<file path="src/rtl/muvi_line_engine.sv">
// muvi_line_engine
//   Bresenham line rasteriser. A go pulse while idle latches the two
//   endpoints and the colour. The block then walks the line one point per
//   clock and emits a pixel write strobe for every point that lies inside
//   the visible H_RES x V_RES window. Points outside the window still take
//   their cycle but are not written. A single-cycle done pulse marks the
//   end of each line.
//
// Ports
//   clock       in   single clock, rising edge
//   reset       in   synchronous reset, active low
//   go          in   start request, sampled only while idle and not in the done cycle
//   stax, stay  in   8-bit line start x / y
//   endx, endy  in   8-bit line end x / y
//   colour_in   in   3-bit line colour, latched together with the coordinates
//   busy        out  high while a line is being drawn
//   wr          out  pixel write strobe
//   addr        out  pixel address {y, x}, valid while wr=1
//   colour_out  out  colour of the current line (held until the next accepted go)
//   done        out  one-cycle pulse in the cycle after the last point
module muvi_line_engine #(
   parameter int H_RES = 160,
   parameter int V_RES = 120
) (
   input  logic        clock,
   input  logic        reset,
   input  logic        go,
   input  logic [7:0]  stax,
   input  logic [7:0]  stay,
   input  logic [7:0]  endx,
   input  logic [7:0]  endy,
   input  logic [2:0]  colour_in,
   output logic        busy,
   output logic        wr,
   output logic [15:0] addr,
   output logic [2:0]  colour_out,
   output logic        done
);

   // 9-bit limits so that a window as large as 256 x 256 can still be expressed.
   localparam logic [8:0] H_LIM = 9'(H_RES);
   localparam logic [8:0] V_LIM = 9'(V_RES);

   typedef enum logic {IDLE, DRAW} state_t;

   state_t             state_reg,      state_next;
   logic [7:0]         x_reg,          x_next;
   logic [7:0]         y_reg,          y_next;
   logic [7:0]         endx_reg,       endx_next;
   logic [7:0]         endy_reg,       endy_next;
   logic signed [10:0] dx_reg,         dx_next;
   logic signed [10:0] dy_reg,         dy_next;
   logic signed [10:0] err_reg,        err_next;
   logic               step_x_neg_reg, step_x_neg_next;
   logic               step_y_neg_reg, step_y_neg_next;
   logic               busy_reg,       busy_next;
   logic               wr_reg,         wr_next;
   logic [15:0]        addr_reg,       addr_next;
   logic [2:0]         colour_reg,     colour_next;
   logic               done_reg,       done_next;

   function automatic logic in_view(input logic [7:0] px, input logic [7:0] py);
      return ({1'b0, px} < H_LIM) && ({1'b0, py} < V_LIM);
   endfunction

   // Set-up terms computed straight from the input ports. They are only
   // used at the accepting edge.
   logic [7:0]         go_dx_mag;
   logic [7:0]         go_dy_mag;
   logic signed [10:0] go_dx;
   logic signed [10:0] go_dy;
   logic signed [10:0] go_err;

   assign go_dx_mag = (endx >= stax) ? (endx - stax) : (stax - endx);
   assign go_dy_mag = (endy >= stay) ? (endy - stay) : (stay - endy);
   assign go_dx     = $signed({3'b000, go_dx_mag});
   assign go_dy     = 11'sd0 - $signed({3'b000, go_dy_mag});
   assign go_err    = go_dx + go_dy;

   // Bresenham step terms. |err| stays within +/-510, so doubling it
   // always fits in 11 signed bits.
   logic signed [10:0] e2;
   logic               step_x_ok;
   logic               step_y_ok;
   logic signed [10:0] err_step;
   logic [7:0]         x_step;
   logic [7:0]         y_step;
   logic               at_end;

   assign e2        = $signed({err_reg[9:0], 1'b0});
   assign step_x_ok = (e2 >= dy_reg);
   assign step_y_ok = (e2 <= dx_reg);
   assign err_step  = err_reg + (step_x_ok ? dy_reg : 11'sd0) + (step_y_ok ? dx_reg : 11'sd0);
   assign x_step    = step_x_ok ? (step_x_neg_reg ? x_reg - 8'd1 : x_reg + 8'd1) : x_reg;
   assign y_step    = step_y_ok ? (step_y_neg_reg ? y_reg - 8'd1 : y_reg + 8'd1) : y_reg;
   assign at_end    = (x_reg == endx_reg) && (y_reg == endy_reg);

   always_comb begin
      state_next      = state_reg;
      x_next          = x_reg;
      y_next          = y_reg;
      endx_next       = endx_reg;
      endy_next       = endy_reg;
      dx_next         = dx_reg;
      dy_next         = dy_reg;
      err_next        = err_reg;
      step_x_neg_next = step_x_neg_reg;
      step_y_neg_next = step_y_neg_reg;
      busy_next       = busy_reg;
      wr_next         = 1'b0;
      addr_next       = addr_reg;
      colour_next     = colour_reg;
      done_next       = 1'b0;

      case (state_reg)
         IDLE: begin
            busy_next = 1'b0;
            // done_reg blocks acceptance in the done cycle, which leaves
            // at least one idle cycle between two lines.
            if (go && !done_reg) begin
               state_next      = DRAW;
               busy_next       = 1'b1;
               x_next          = stax;
               y_next          = stay;
               endx_next       = endx;
               endy_next       = endy;
               dx_next         = go_dx;
               dy_next         = go_dy;
               err_next        = go_err;
               step_x_neg_next = (endx < stax);
               step_y_neg_next = (endy < stay);
               colour_next     = colour_in;
               addr_next       = {stay, stax};
               wr_next         = in_view(stax, stay);
            end
         end
         DRAW: begin
            if (at_end) begin
               state_next = IDLE;
               busy_next  = 1'b0;
               done_next  = 1'b1;
            end else begin
               busy_next = 1'b1;
               x_next    = x_step;
               y_next    = y_step;
               err_next  = err_step;
               addr_next = {y_step, x_step};
               wr_next   = in_view(x_step, y_step);
            end
         end
         default: begin
            state_next = IDLE;
            busy_next  = 1'b0;
         end
      endcase
   end

   always_ff @(posedge clock) begin
      if (!reset) begin
         state_reg      <= IDLE;
         x_reg          <= 8'd0;
         y_reg          <= 8'd0;
         endx_reg       <= 8'd0;
         endy_reg       <= 8'd0;
         dx_reg         <= 11'sd0;
         dy_reg         <= 11'sd0;
         err_reg        <= 11'sd0;
         step_x_neg_reg <= 1'b0;
         step_y_neg_reg <= 1'b0;
         busy_reg       <= 1'b0;
         wr_reg         <= 1'b0;
         addr_reg       <= 16'h0000;
         colour_reg     <= 3'b000;
         done_reg       <= 1'b0;
      end else begin
         state_reg      <= state_next;
         x_reg          <= x_next;
         y_reg          <= y_next;
         endx_reg       <= endx_next;
         endy_reg       <= endy_next;
         dx_reg         <= dx_next;
         dy_reg         <= dy_next;
         err_reg        <= err_next;
         step_x_neg_reg <= step_x_neg_next;
         step_y_neg_reg <= step_y_neg_next;
         busy_reg       <= busy_next;
         wr_reg         <= wr_next;
         addr_reg       <= addr_next;
         colour_reg     <= colour_next;
         done_reg       <= done_next;
      end
   end

   assign busy       = busy_reg;
   assign wr         = wr_reg;
   assign addr       = addr_reg;
   assign colour_out = colour_reg;
   assign done       = done_reg;

endmodule

</file>
<file path="config.mk">
export PLATFORM = sky130hd
export DESIGN_NAME = muvi_line_engine
export DESIGN_NICKNAME = d
export VERILOG_FILES = /design/src/rtl/muvi_line_engine.sv
export SDC_FILE = /design/constraint.sdc
export NUM_CORES = 1
export LEC_CHECK = 0
export ABC_CLOCK_PERIOD_IN_PS = 6200
export BUFFER_PORTS_ARGS = -buffer_cell sky130_fd_sc_hd__buf_2
export CELL_PAD_IN_SITES_DETAIL_PLACEMENT = 1
export CELL_PAD_IN_SITES_GLOBAL_PLACEMENT = 1
export CORE_MARGIN = 10
export CORE_UTILIZATION = 32
export DETAILED_ROUTE_END_ITERATION = 16
export HOLD_SLACK_MARGIN = 0.02
export PLACE_DENSITY_LB_ADDON = 0.1
export RECOVER_POWER = 100
export SLEW_MARGIN = 20
export SYNTH_ARGS = -nofsm -noshare
export SYNTH_HDL_FRONTEND = slang
export SYNTH_SLANG_ARGS = --single-unit
</file>
<file path="constraint.sdc">
create_clock -name clock -period 6.2 [get_ports clock]
set_clock_uncertainty 0.05 [all_clocks]
set_input_delay 0 -clock clock [delete_from_list [all_inputs] [get_ports clock]]
set_output_delay 0 -clock clock [all_outputs]
set_load 0.01 [all_outputs]
</file>
---- Word level (Yosys, flattened, before mapping) ----
Index checks and enable logic that the tools add are counted.
operators by class
  equality and inequality tests ........... 4
  magnitude comparators ................... 10
  reductions and logical operators ........ 8
  add/subtract/negate cells ............... 12
  multiplexer cells ....................... 27
  bitwise operators ....................... 1
operators by type and width
  cell                                                                  number
  8-bit two-way mux                                                     11
  11-bit two-way mux                                                    3
  16-bit two-way mux                                                    2
  16-bit one-hot mux with 2 select lines                                1
  8-bit one-hot mux with 2 select lines                                 2
  8-bit subtractor                                                      4
  11-bit one-hot mux with 2 select lines                                1
  8-bit by 1-bit adder with 8-bit output, second input constant         2
  8-bit == test                                                         2
  8-bit greater-or-equal comparator                                     2
  8-bit by 7-bit < comparator with 1-bit output, second input constant  2
  8-bit < comparator                                                    2
  8-bit < comparator, second input constant                             2
  8-bit by 1-bit subtractor with 8-bit output, second input constant    2
  11-bit adder                                                          1
  11-bit by 9-bit adder with 11-bit output                              1
  11-bit by 9-bit greater-or-equal comparator with 1-bit output         1
  11-bit by 9-bit <= comparator with 1-bit output                       1
  9-bit by 9-bit adder with 10-bit output                               1
  1-bit by 8-bit subtractor with 9-bit output, first input constant     1
  2-bit AND reduction                                                   3
  1-bit two-way mux                                                     5
  1-bit logical AND                                                     4
  2-bit != test, second input constant                                  2
  3 further kinds                                                       4
storage, ports and cells
  bits in registers ....................... 84
  input bits .............................. 38
  word-level logic and storage cells ...... 76
  output and inout port bits .............. 22

---- Logic depth before layout (Yosys ltp) ----
Gate-level depths: netlist of run 1.
  word-level depth ........................ 7
  depth in mapped cells ................... 20
  gate-level depth less buffers ........... 20

---- Worst setup path before layout of run 1 ----
No wires, ideal clock.
  path type ............................... register to register
  start point ............................. reg err_reg[1]
  end point ............................... reg err_reg[9]
  buffers on the path ..................... 1
  setup slack ............................. 1.705 ns
  arrival ................................. 4.364 ns
  cell stages (with the launch flop) ...... 19
  period minus slack after synthesis ...... 4.495 ns
  library setup time ...................... 0.081 ns
  data required time ...................... 6.069 ns
  path through ............................ dfxtp_1 ha_1 a21oi_1 o21ai_0 nand2_1 a221oi_1 clkbuf_1 nor2_1 fa_1 ha_1 fa_1 a21oi_1 o21ai_0 a21o_1 a21o_1 a21oi_1 xnor3_1 nand3b_1 a41oi_1
between the ends
  cells in the longest elaborated chain, start to end .. 6
  elaborated cells between the ends (all ways) .. 8
  those cells by class .................... add/sub: 2; order compare: 2; mux: 4
ends and longest elaborated chain
  element                                                        line  source
  from (decl)                                                    53    logic signed [10:0] err_reg, err_next;
  from (signal assigned)                                         183   err_reg <= err_next;
  11-bit by 9-bit greater-or-equal comparator with 1-bit output  91    assign step_x_ok = (e2 >= dy_reg);
  11-bit two-way mux                                             93    assign err_step = err_reg + (step_x_ok ? dy_reg : 11'sd0) + (step_y_ok ? dx_reg : 11'sd0);
  11-bit adder                                                   93
  11-bit by 9-bit adder with 11-bit output (*)                   93
  11-bit two-way mux (*)                                         138   if (at_end) begin
  11-bit one-hot mux with 2 select lines (*)                     115   case (state_reg)
Every way passes the cells marked *; elsewhere a longest branch is shown, timed or not. The select of a mux whose other input is x is not followed.
A chain may end at the register's enable or synchronous reset.

---- Worst setup path in the final report of run 1 ----
  start point ............................. in endy[0]
  end point ............................... reg err_reg[8]
between the ends
  cells in the longest elaborated chain, start to end .. 6
  elaborated cells between the ends (all ways) .. 8
  those cells by class .................... add/sub: 4; order compare: 1; mux: 3
ends and longest elaborated chain
  element                                                                line  source
  from (decl)                                                            31    input logic [7:0] endy,
  8-bit subtractor or 8-bit greater-or-equal comparator (tied branches)  75    assign go_dy_mag = (endy >= stay) ? (endy - stay) : (stay - endy);
  8-bit two-way mux (*)                                                  75
  1-bit by 8-bit subtractor with 9-bit output (*)                        77    assign go_dy = 11'sd0 - $signed({3'b000, go_dy_mag});
  named net go_dy[4]                                                     71    logic signed [10:0] go_dy;
  9-bit by 9-bit adder with 10-bit output (*)                            78    assign go_err = go_dx + go_dy;
  11-bit two-way mux (*)                                                 120   if (go && !done_reg) begin
  11-bit one-hot mux with 2 select lines (*)                             115
The timed path passes the listed nets; every way through them passes the cells marked *. The select of a mux whose other input is x is not followed.

==> metrics.cfg, run 1 <==
[pwr]
pwr-share-clk = 0.222
p_int_mw = 1.28
power.density_nw_per_um2 = 310
switchingPower_mw = 1.00
peakVddDrop_mv = 0.115
p_leak_nw = 3.17
p_seq_frac = 0.251
combPwrFrac = 0.528
sw_frac_of_total = 0.439
power_mw = 2.28

[timing]
finalMaxSlewViolations = 85
finalCritPeriodShare = 0.796
setup_viol_count_final = 0
period_needed_ns = 4.93
relSlewSlack = -0.436
final_hold_viol_count = 0
rsz0062_at_grt = false
tns_ns = 0
fin_hold_ws_ns = 0.0281
tightest_slew_ns = 2.15
fmax_mhz = 203
setup_ws_ns = 1.27

[die]
rows = 51
initial_core_util = 0.326
fp.dieW_um = 161
dieArea_um2 = 25900
fp.coreArea_um2 = 19500
ioPinCount = 60
die_h_um = 161

[placed_design]
place_area_um2 = 6910
port_buffers = 59
place_inst = 1107
gp_congestion = 0.872
pre_cts_slack_ns = 1.40
dp_hpwl_mm = 17.4

[detailed_routing]
drc = 0
drt_iter0_drc = 242
via_per_inst = 5.30
routed_wl_mm = 21.9
wire_per_inst_um = 19.1
drt_pass1_iterations = 4
via_count = 6073
ant_nets = 0

[yosys]
synth-seq-area-share = 0.211
synth_edf_count = 0
yosys_warnings = 0
avgSynthCellArea_um2 = 7.87
netlist_instances = 806
synth_nets = 937
syn-cell-area_um2 = 6340
ys_ff_latch = 67
ys.flop_type = dfxtp_1
synthArstFlopShare = 0
synth.distinct_cells = 70

[final_layout]
final_cell_area_um2 = 7340
diodes = 0
final_common_cell = nand2_1
stdcell_count = 1145
layout-drive-gt1-share = 0.0807
fin_nets = 1007
area.growth.synth_to_final_pct = 15.7
final_cell_mix = nand2_1 (91), inv_1 (78), ha_1 (77)
largest_reg_flops = 10
final_core_util = 0.377

[setup_path]
cp_top_family = compound AO/OA/AOI/OAI gates
crit_top_cell = inv_1
crit_type = in -> reg
critPathArrivalTime_ns = 5.13
crit_chain = dlygate4sd3_1 -> clkbuf_1 -> inv_1 -> ha_1 -> inv_1 -> fa_1 -> nand3_1 -> a31oi_1 -> o21ai_0 -> o21a_1 -> ha_1 -> inv_1 -> a2111oi_0 -> and2b_1 -> ha_1 -> inv_1 -> o21bai_1 -> a21o_1 -> a21o_1 -> a21oi_1 -> or3_1 -> a311oi_1
cp-start-kind = input port
slowest_delay_ns = 0.76
crit_buf_inv = 6
required_ns = 6.40
slowest_stage = a2111oi_0
critical_path.max_fanout = 8
crit_path_end_kind = flip-flop

[clock_tree]
numCtsBuffers = 9
path_clk_slew_ns = 0.06
root_buffer = clkbuf_16
cts_tree = built
cts_repair_resize_count = 0
clk_latency_ns = 0.34
clock_path_buffers = 2
cts_max_level = 3
clock_sinks = 67

[status]
violations = capacitance limit, slew limit
outcome = finished with violations

[grt]
grt_max_degree = 48
grt_pass1_vias = 6576
grt_pass1_wl_mm = 35.8
antenna_found_initial = 0
grt_overflow = 0
grt_usage = 0.172

[hold_path]
hold_path.class = in -> reg

[job]
maxCapViolCount = 2

cell families after synthesis:
kind of cell / after synthesis / synth area share
and+or+nand+nor: 253 / 0.192
buffers and inverters: 109 / 0.0659
xor gates and xnor gates: 52 / 0.0739
DFF: 67 / 0.211
muxes: 15 / 0.0237
adders and majority gates: 93 / 0.202
AOI/OAI and AO/OA: 217 / 0.231
final timing paths:
path	start	end	slack, ns	cells after the start
worst min register to register	colour_out[0]	colour_out[0]	0.40	2
worst max register to register	dy_reg[8]	err_reg[9]	1.31	19
worst min-delay path	stay[5]	y_reg[5]	0.03	3
worst max-delay path	endy[0]	err_reg[8]	1.27	22
worst min-delay path, stage by stage:
cell     delay (ns)
buf_2          0.14
o22ai_1        0.09
a21oi_1        0.14
metal layers:
layer,vias to the layer above,share of wire,track usage
met2,99,0.49,0.298
li1,2977,-,-
met3,21,0.033,0.0210
met5,-,0,0
met4,0,0.017,0.0517
met1,2976,0.46,0.217
cells in the mapped netlist, types with 15 or more instances:
master,n,area [µm²]
dfxtp_1,67,1340
xnor2_1,32,280
nand3_1,17,85.1
clkbuf_1,27,101
a211oi_1,17,128
ha_1,77,963
a21oi_1,71,355
nand2_1,91,342
fa_1,16,320
mux2i_1,15,150
o21ai_0,27,135
nor2_1,65,244
xor2_1,19,166
inv_1,79,297
power groups by stage:
stage	clock (mW)	combinational (mW)	sequential [mW]
floorplan	0	0.868	0.562
global placement	0	1.17	0.581
detailed placement	0	1.21	0.583
CTS	0.518	1.23	0.573
global route	0.535	1.37	0.585
finish	0.505	1.20	0.571
final cells by class:
class,count,area (µm²)
Multi-Input combinational cell,630,4560
Inverter,79,297
Sequential cell,67,1340
Fill cell,2395,12100
Clock buffer,12,236
Clock inverter,3,40.0
Tap cell,265,332
Timing Repair Buffer,89,537
repair_timing:
item | 4_1_cts | 5_1_grt
setup buffers | 0 | 0
endpoints found under the hold margin | 23 | 0
hold buffers | 23 | 0
(Power assumes the default switching activity.)
==> run 2, diff against run 1 <==
--- a/config.mk
+++ b/config.mk
@@ -5,7 +5,7 @@
 export SDC_FILE = /design/constraint.sdc
 export NUM_CORES = 1
 export LEC_CHECK = 0
-export ABC_CLOCK_PERIOD_IN_PS = 6200
+export ABC_CLOCK_PERIOD_IN_PS = 5050
 export BUFFER_PORTS_ARGS = -buffer_cell sky130_fd_sc_hd__buf_2
 export CELL_PAD_IN_SITES_DETAIL_PLACEMENT = 1
 export CELL_PAD_IN_SITES_GLOBAL_PLACEMENT = 1
==> constraint.sdc (replaced) <==
create_clock -name clock -period 5.05 [get_ports clock]
set_clock_uncertainty 0.05 [all_clocks]
set_input_delay 0 -clock clock [delete_from_list [all_inputs] [get_ports clock]]
set_output_delay 0 -clock clock [all_outputs]
set_load 0.01 [all_outputs]
==> run 2 against run 1 <==
Compared with the run above:
- the flow still finishes with violations (capacitance limit, slew limit)
- die area unchanged
- wire length grew 2.3%
- non-clock buffer count up 2
- final area grew 0.43%
- global-route usage is essentially flat
- critical path depth decreased by 5
- core utilization up 0.16 points
- sequential power is 24% higher
- worst setup slack got worse by 0.92 ns
- total power grew 23%
==> metrics.cfg, run 2 (synthesis results as in run 1) <==
[setup_path]
crit_type = reg -> reg
critPathArrivalTime_ns = 4.92  ; -0.21 ns
crit_buf_inv = 1  ; -5
slowest_stage = a2111oi_0
slowest_delay_ns = 0.57  ; -0.19 ns
required_ns = 5.27  ; -1.13 ns
r2r.worst_path.cells = 17  ; -2
reg2reg_to = err_reg[9]
r2r_setup_slack_ns = 0.35  ; -0.96 ns
cp_top_family = compound AO/OA/AOI/OAI gates
crit_path_end_kind = flip-flop
crit_top_cell = a21o_1
crit_chain = inv_1 -> ha_1 -> a21o_1 -> a2111oi_0 -> a221oi_2 -> nor2_1 -> fa_1 -> ha_1 -> fa_1 -> a21oi_1 -> o21ai_0 -> a21o_1 -> a21o_1 -> a21oi_1 -> xnor3_1 -> nand3b_1 -> a41oi_1
reg2reg_from = dx_reg[6]
critical_path.max_fanout = 6  ; -2
cp-start-kind = flip-flop

[final_layout]
area.growth.synth_to_final_pct = 16.2
layout-drive-gt1-share = 0.0873  ; +0.00662
multi_input_area_um2 = 4590  ; +0.60%
largest_reg_flops = 10  ; unchanged
diodes = 0  ; unchanged
seq_area_um2 = 1340  ; unchanged
final_cell_area_um2 = 7370  ; +0.43%
fin_nets = 1009  ; +0.20%
final_common_cell = nand2_1
nFillCells = 2397  ; +0.084%
final_cell_mix = nand2_1 (91), inv_1 (78), ha_1 (77)

[clock_tree]
cts_tree = built
postCtsSetupRepairBufs = 0  ; unchanged
path_clk_slew_ns = 0.06  ; about the same
holdBufCountCts = 24  ; +4.3%
numCtsBuffers = 9  ; unchanged
clock_path_buffers = 2  ; unchanged
clk_latency_ns = 0.35  ; about the same
cts_repair_resize_count = 0  ; unchanged
cts_max_level = 3  ; unchanged
root_buffer = clkbuf_16
clock_sinks = 67  ; unchanged

[die]
die_h_um = 161  ; unchanged
fp.dieW_um = 161  ; unchanged
ioPinCount = 60  ; unchanged
fp.coreArea_um2 = 19500  ; unchanged
initial_core_util = 0.326  ; unchanged
dieArea_um2 = 25900  ; unchanged
rows = 51  ; unchanged

[detailed_routing]
drt_pass1_iterations = 6  ; +2
wire_per_inst_um = 19.5  ; +2.1%
via_count = 6080  ; +0.12%
drc = 0  ; unchanged
routed_wl_mm = 22.4  ; +2.3%
via_per_inst = 5.30  ; about the same
ant_nets = 0  ; unchanged
drt_iter0_drc = 254  ; +5.0%

[pwr]
power.density_nw_per_um2 = 381  ; +23%
sw_frac_of_total = 0.448  ; +0.00932
peakVddDrop_mv = 0.184  ; +59%
pwr-share-clk = 0.212  ; -0.010
p_leak_nw = 3.18  ; +0.29%
combPwrFrac = 0.536  ; +0.008
switchingPower_mw = 1.26  ; +26%
p_seq_frac = 0.252  ; about the same
p_int_mw = 1.55  ; +21%

[timing]
setup_viol_count_final = 0  ; unchanged
tns_ns = 0  ; unchanged
period_needed_ns = 4.70
fmax_mhz = 213
final_hold_viol_count = 0  ; unchanged
relSlewSlack = -0.441  ; -0.00508
finalMaxSlewViolations = 84  ; -1.2%
fin_hold_ws_ns = 0.00851  ; -0.0196 ns
setup_ws_ns = 0.347  ; -0.921 ns
tightest_slew_ns = 2.16  ; +0.00762 ns
rsz0062_at_grt = false
finalCritPeriodShare = 0.931

[hold_path]
min_path_cells = 3  ; unchanged
hold_end = y_reg[1]
worstHoldStart = stay[1]
hold_path.class = in -> reg

[job]
maxCapViolCount = 2  ; unchanged

[grt]
grt_max_degree = 48  ; unchanged
grt_overflow = 0  ; unchanged
grt_pass1_wl_mm = 35.6  ; -0.60%
grt_pass1_vias = 6419  ; -2.4%
grt_usage = 0.171  ; -0.000256
antenna_found_initial = 0  ; unchanged

[placed_design]
port_buffers = 59  ; unchanged
dp_hpwl_mm = 17.5  ; +0.42%
place_area_um2 = 6920  ; +0.11%
pre_cts_slack_ns = 0.472  ; -0.927 ns
gp_congestion = 0.903  ; +3.5%

[status]
violations = capacitance limit, slew limit
outcome = finished with violations

==> run 2: power groups by stage <==
stage	clock network (mW)	logic [mW]	registers, mW
finish	0.594	1.50	0.708
global route	0.628	1.69	0.717
CTS	0.608	1.52	0.706
detailed placement	0	1.50	0.717
global placement	0	1.46	0.715
floorplan	0	1.07	0.690
==> run 2: worst min-delay path, cell delays in order <==
cell,delay (ns)
buf_2,0.13
o21ai_0,0.09
a21oi_1,0.14
==> run 2: worst max-delay path by stage <==
| stage | cells past startpoint | from | slack, ns | to |
|---|---|---|---|---|
| 3_5_place_dp | 17 | dx_reg[6] | 0.47 | err_reg[9] |
| 6_report | 17 | dx_reg[6] | 0.35 | err_reg[9] |
| 2_1_floorplan | 18 | err_reg[1] | 0.56 | err_reg[9] |
| 4_1_cts | 17 | dx_reg[6] | 0.44 | err_reg[9] |
| 5_1_grt | 19 | dy_reg[8] | 0.09 | err_reg[9] |
| 3_3_place_gp | 17 | dx_reg[6] | 0.64 | err_reg[9] |
==> run 2: routing by layer <==
| layer | part of all wire | track usage |
|---|---|---|
| met4 | 0.0099 | 0.0364 |
| met5 | 0 | 0 |
| met1 | 0.46 | 0.215 |
| met3 | 0.029 | 0.0263 |
| met2 | 0.50 | 0.302 |
==> run 2: per-stage QoR <==
step                utilization  total power, mW  cells
CTS                       0.381             2.84   1147
finish                    0.379             2.81   1147
global placement          0.356             2.17   1108
detailed placement        0.356             2.22   1108
global route              0.379             3.04   1147
floorplan                     -             1.76    806
==> run 2: area by class of cell <==
cell class	count	area share
Tap cell	265	0.0450
Clock inverter	3	0.00204
Clock buffer	12	0.0334
Sequential cell	67	0.182
Multi-Input combinational cell	630	0.622
Timing Repair Buffer	91	0.0754
Inverter	79	0.0402
==> run 3, diff against run 2 <==
--- a/config.mk
+++ b/config.mk
@@ -11,11 +11,11 @@
 export CELL_PAD_IN_SITES_GLOBAL_PLACEMENT = 1
 export CORE_MARGIN = 10
 export CORE_UTILIZATION = 32
+export CTS_BUF_LIST = sky130_fd_sc_hd__clkbuf_8
 export DETAILED_ROUTE_END_ITERATION = 16
 export HOLD_SLACK_MARGIN = 0.02
 export PLACE_DENSITY_LB_ADDON = 0.1
 export RECOVER_POWER = 100
-export SLEW_MARGIN = 20
 export SYNTH_ARGS = -nofsm -noshare
 export SYNTH_HDL_FRONTEND = slang
 export SYNTH_SLANG_ARGS = --single-unit
==> constraint.sdc (replaced) <==
create_clock -name clock -period 5.05 [get_ports clock]
set_clock_uncertainty 0.05 [all_clocks]
set_input_delay 0.7575 -clock clock [delete_from_list [all_inputs] [get_ports clock]]
set_output_delay 0.7575 -clock clock [all_outputs]
set_load 0.01 [all_outputs]
==> run 3 against run 2 <==
Compared with the run above:
- the flow still finishes with violations (capacitance limit, slew limit)
- worst hold slack improved by 0.40 ns
- fmax fell by 0.91%
- die area unchanged
- count of clock-buffer cells in the layout shrank 2
- final area fell by 3.2%
- clock power fell by 19%
- first-iteration DRC count down 14%
- wire length is 1.9% higher
- critical path type unchanged
- critical endpoint unchanged
- largest power group unchanged
==> metrics.cfg, run 3 (synthesis results as in run 1) <==
[status]
outcome = finished with violations
violations = capacitance limit, slew limit

[placed_design]
port_buffers = 59  ; unchanged
pre_cts_slack_ns = 0.197  ; -0.274 ns
dp_hpwl_mm = 18.1  ; +3.5%
place_area_um2 = 7000  ; +1.2%
gp_congestion = 0.862  ; -4.5%

[hold_path]
min_path_cells = 2  ; -1
worstHoldStart = dy_reg[1]
hold_end = dy_reg[1]
hold_path.class = reg -> reg

[pwr]
p_leak_nw = 3.10  ; -2.5%
power.density_nw_per_um2 = 388  ; +2.0%
peakVddDrop_mv = 0.127  ; -31%

[grt]
grt_max_degree = 47  ; -2.1%
grt_pass1_vias = 6440  ; +0.33%
grt_overflow = 0  ; unchanged
grt_usage = 0.174  ; +0.00279
grt_pass1_wl_mm = 36.0  ; +1.1%
antenna_found_initial = 1  ; +1

[detailed_routing]
via_count = 6091  ; +0.18%
drc = 0  ; unchanged
ant_nets = 0  ; unchanged
wire_per_inst_um = 20.1  ; +3.0%
drt_pass1_iterations = 5  ; -1
drt_iter0_drc = 218  ; -14%
routed_wl_mm = 22.8  ; +1.9%
via_per_inst = 5.37  ; +1.3%

[setup_path]
cp-start-kind = flip-flop
slowest_stage = a2111oi_0
critPathArrivalTime_ns = 4.99  ; +0.07 ns
reg2reg_to = err_reg[9]
r2r_setup_slack_ns = 0.30  ; -0.04 ns
required_ns = 5.30  ; +0.03 ns
crit_chain = inv_1 -> ha_1 -> a21o_1 -> a2111oi_0 -> a221oi_2 -> nor2_1 -> fa_1 -> ha_1 -> fa_1 -> a21oi_1 -> o21ai_0 -> a21o_1 -> a21o_1 -> a21oi_1 -> xnor3_1 -> nand3b_1 -> a41oi_1
slowest_delay_ns = 0.68  ; +0.11 ns
critical_path.max_fanout = 4  ; -2
cp_top_family = compound AO/OA/AOI/OAI gates
r2r.worst_path.cells = 17  ; unchanged
crit_type = reg -> reg
crit_path_end_kind = flip-flop
reg2reg_from = dx_reg[6]
crit_top_cell = a21o_1
crit_buf_inv = 1  ; unchanged

[timing]
fin_hold_ws_ns = 0.409  ; +0.400 ns
tns_ns = 0  ; unchanged
fmax_mhz = 211  ; -0.91%
finalCritPeriodShare = 0.940  ; +0.00855
tightest_slew_ns = 2.04  ; -0.117 ns
period_needed_ns = 4.75  ; +0.0432 ns
relSlewSlack = -0.363  ; +0.0779
rsz0062_at_grt = false
final_hold_viol_count = 0  ; unchanged
setup_viol_count_final = 0  ; unchanged
setup_ws_ns = 0.304  ; -0.0432 ns
finalMaxSlewViolations = 37  ; -56%

[die]
die_h_um = 161  ; unchanged
initial_core_util = 0.326  ; unchanged
dieArea_um2 = 25900  ; unchanged
rows = 51  ; unchanged
fp.dieW_um = 161  ; unchanged
ioPinCount = 60  ; unchanged
fp.coreArea_um2 = 19500  ; unchanged

[final_layout]
final_cell_mix = nand2_1 (91), inv_1 (79), ha_1 (77)
final_core_util = 0.367  ; -0.0120
layout-drive-gt1-share = 0.102  ; +0.0151
diodes = 0  ; unchanged
nFillCells = 2421  ; +1.0%
area.growth.synth_to_final_pct = 12.5
final_common_cell = nand2_1
largest_reg_flops = 10  ; unchanged
final_cell_area_um2 = 7140  ; -3.2%
fin_nets = 996  ; -1.3%

[clock_tree]
clock_sinks = 67  ; unchanged
holdBufCountCts = 0  ; -100%
root_buffer = clkbuf_8
clock_path_buffers = 2  ; unchanged
cts_tree = built
numCtsBuffers = 9  ; unchanged
clk_latency_ns = 0.37  ; +0.02 ns
cts_max_level = 3  ; unchanged
cts_repair_resize_count = 0  ; unchanged
path_clk_slew_ns = 0.08  ; +0.02 ns
postCtsSetupRepairBufs = 0  ; unchanged

[job]
maxCapViolCount = 1  ; -1

## run 3: stage by stage
step	total power, mW	std cells
6_report	2.77	1134
2_1_floorplan	1.76	806
3_3_place_gp	2.25	1119
5_1_grt	3.00	1134
4_1_cts	2.80	1134
3_5_place_dp	2.30	1119
## run 3: power breakdown
group	total, mW	internal, mW	switching [mW]	leakage (nW)
clock network	0.484	0.237	0.246	0.0995
logic	1.59	0.626	0.969	2.45
registers	0.694	0.603	0.0912	0.553
total	2.77	1.47	1.31	3.10
## run 3: layout make-up
type / instances / area (µm²) / share of cell area
clock inverters: 5 / 55.1 / 0.00771
clock buffers: 10 / 138 / 0.0193
well taps: 265 / 332 / 0.0464
flip-flops and latches: 67 / 1340 / 0.188
inverters: 79 / 297 / 0.0415
multi-input cells: 630 / 4580 / 0.642
repair buffers: 78 / 397 / 0.0556
## run 3: worst register-to-register path, stage by stage, from the launching register on
cell and delay (ns):
dfxtp_1 0.34, inv_1 0.07, ha_1 0.30, a21o_1 0.19, a2111oi_0 0.68, a221oi_2 0.20
nor2_1 0.19, fa_1 0.45, ha_1 0.24, fa_1 0.41, a21oi_1 0.22, o21ai_0 0.12
a21o_1 0.20, a21o_1 0.18, a21oi_1 0.17, xnor3_1 0.26, nand3b_1 0.17, a41oi_1 0.23
## run 3: per-layer routing
metal  vias to the layer above  GRT usage  share of wire
met5                         -          0        0.00031
met4                         2     0.0451         0.0087
met3                        13     0.0258          0.038
met2                       104      0.298           0.49
met1                      3003      0.223           0.46
li1                       2969          -              -
## run 3: how the worst max path moves through the flow
stage               cells past startpoint    endpoint  slack [ns]        from
floorplan                              18  err_reg[9]        0.56  err_reg[1]
global placement                       19  err_reg[8]        0.23     stay[3]
detailed placement                     19  err_reg[8]        0.20     stay[3]
CTS                                    17  err_reg[9]        0.30   dx_reg[6]
global route                           19  err_reg[9]       0.006   dy_reg[8]
finish                                 17  err_reg[9]        0.30   dx_reg[6]
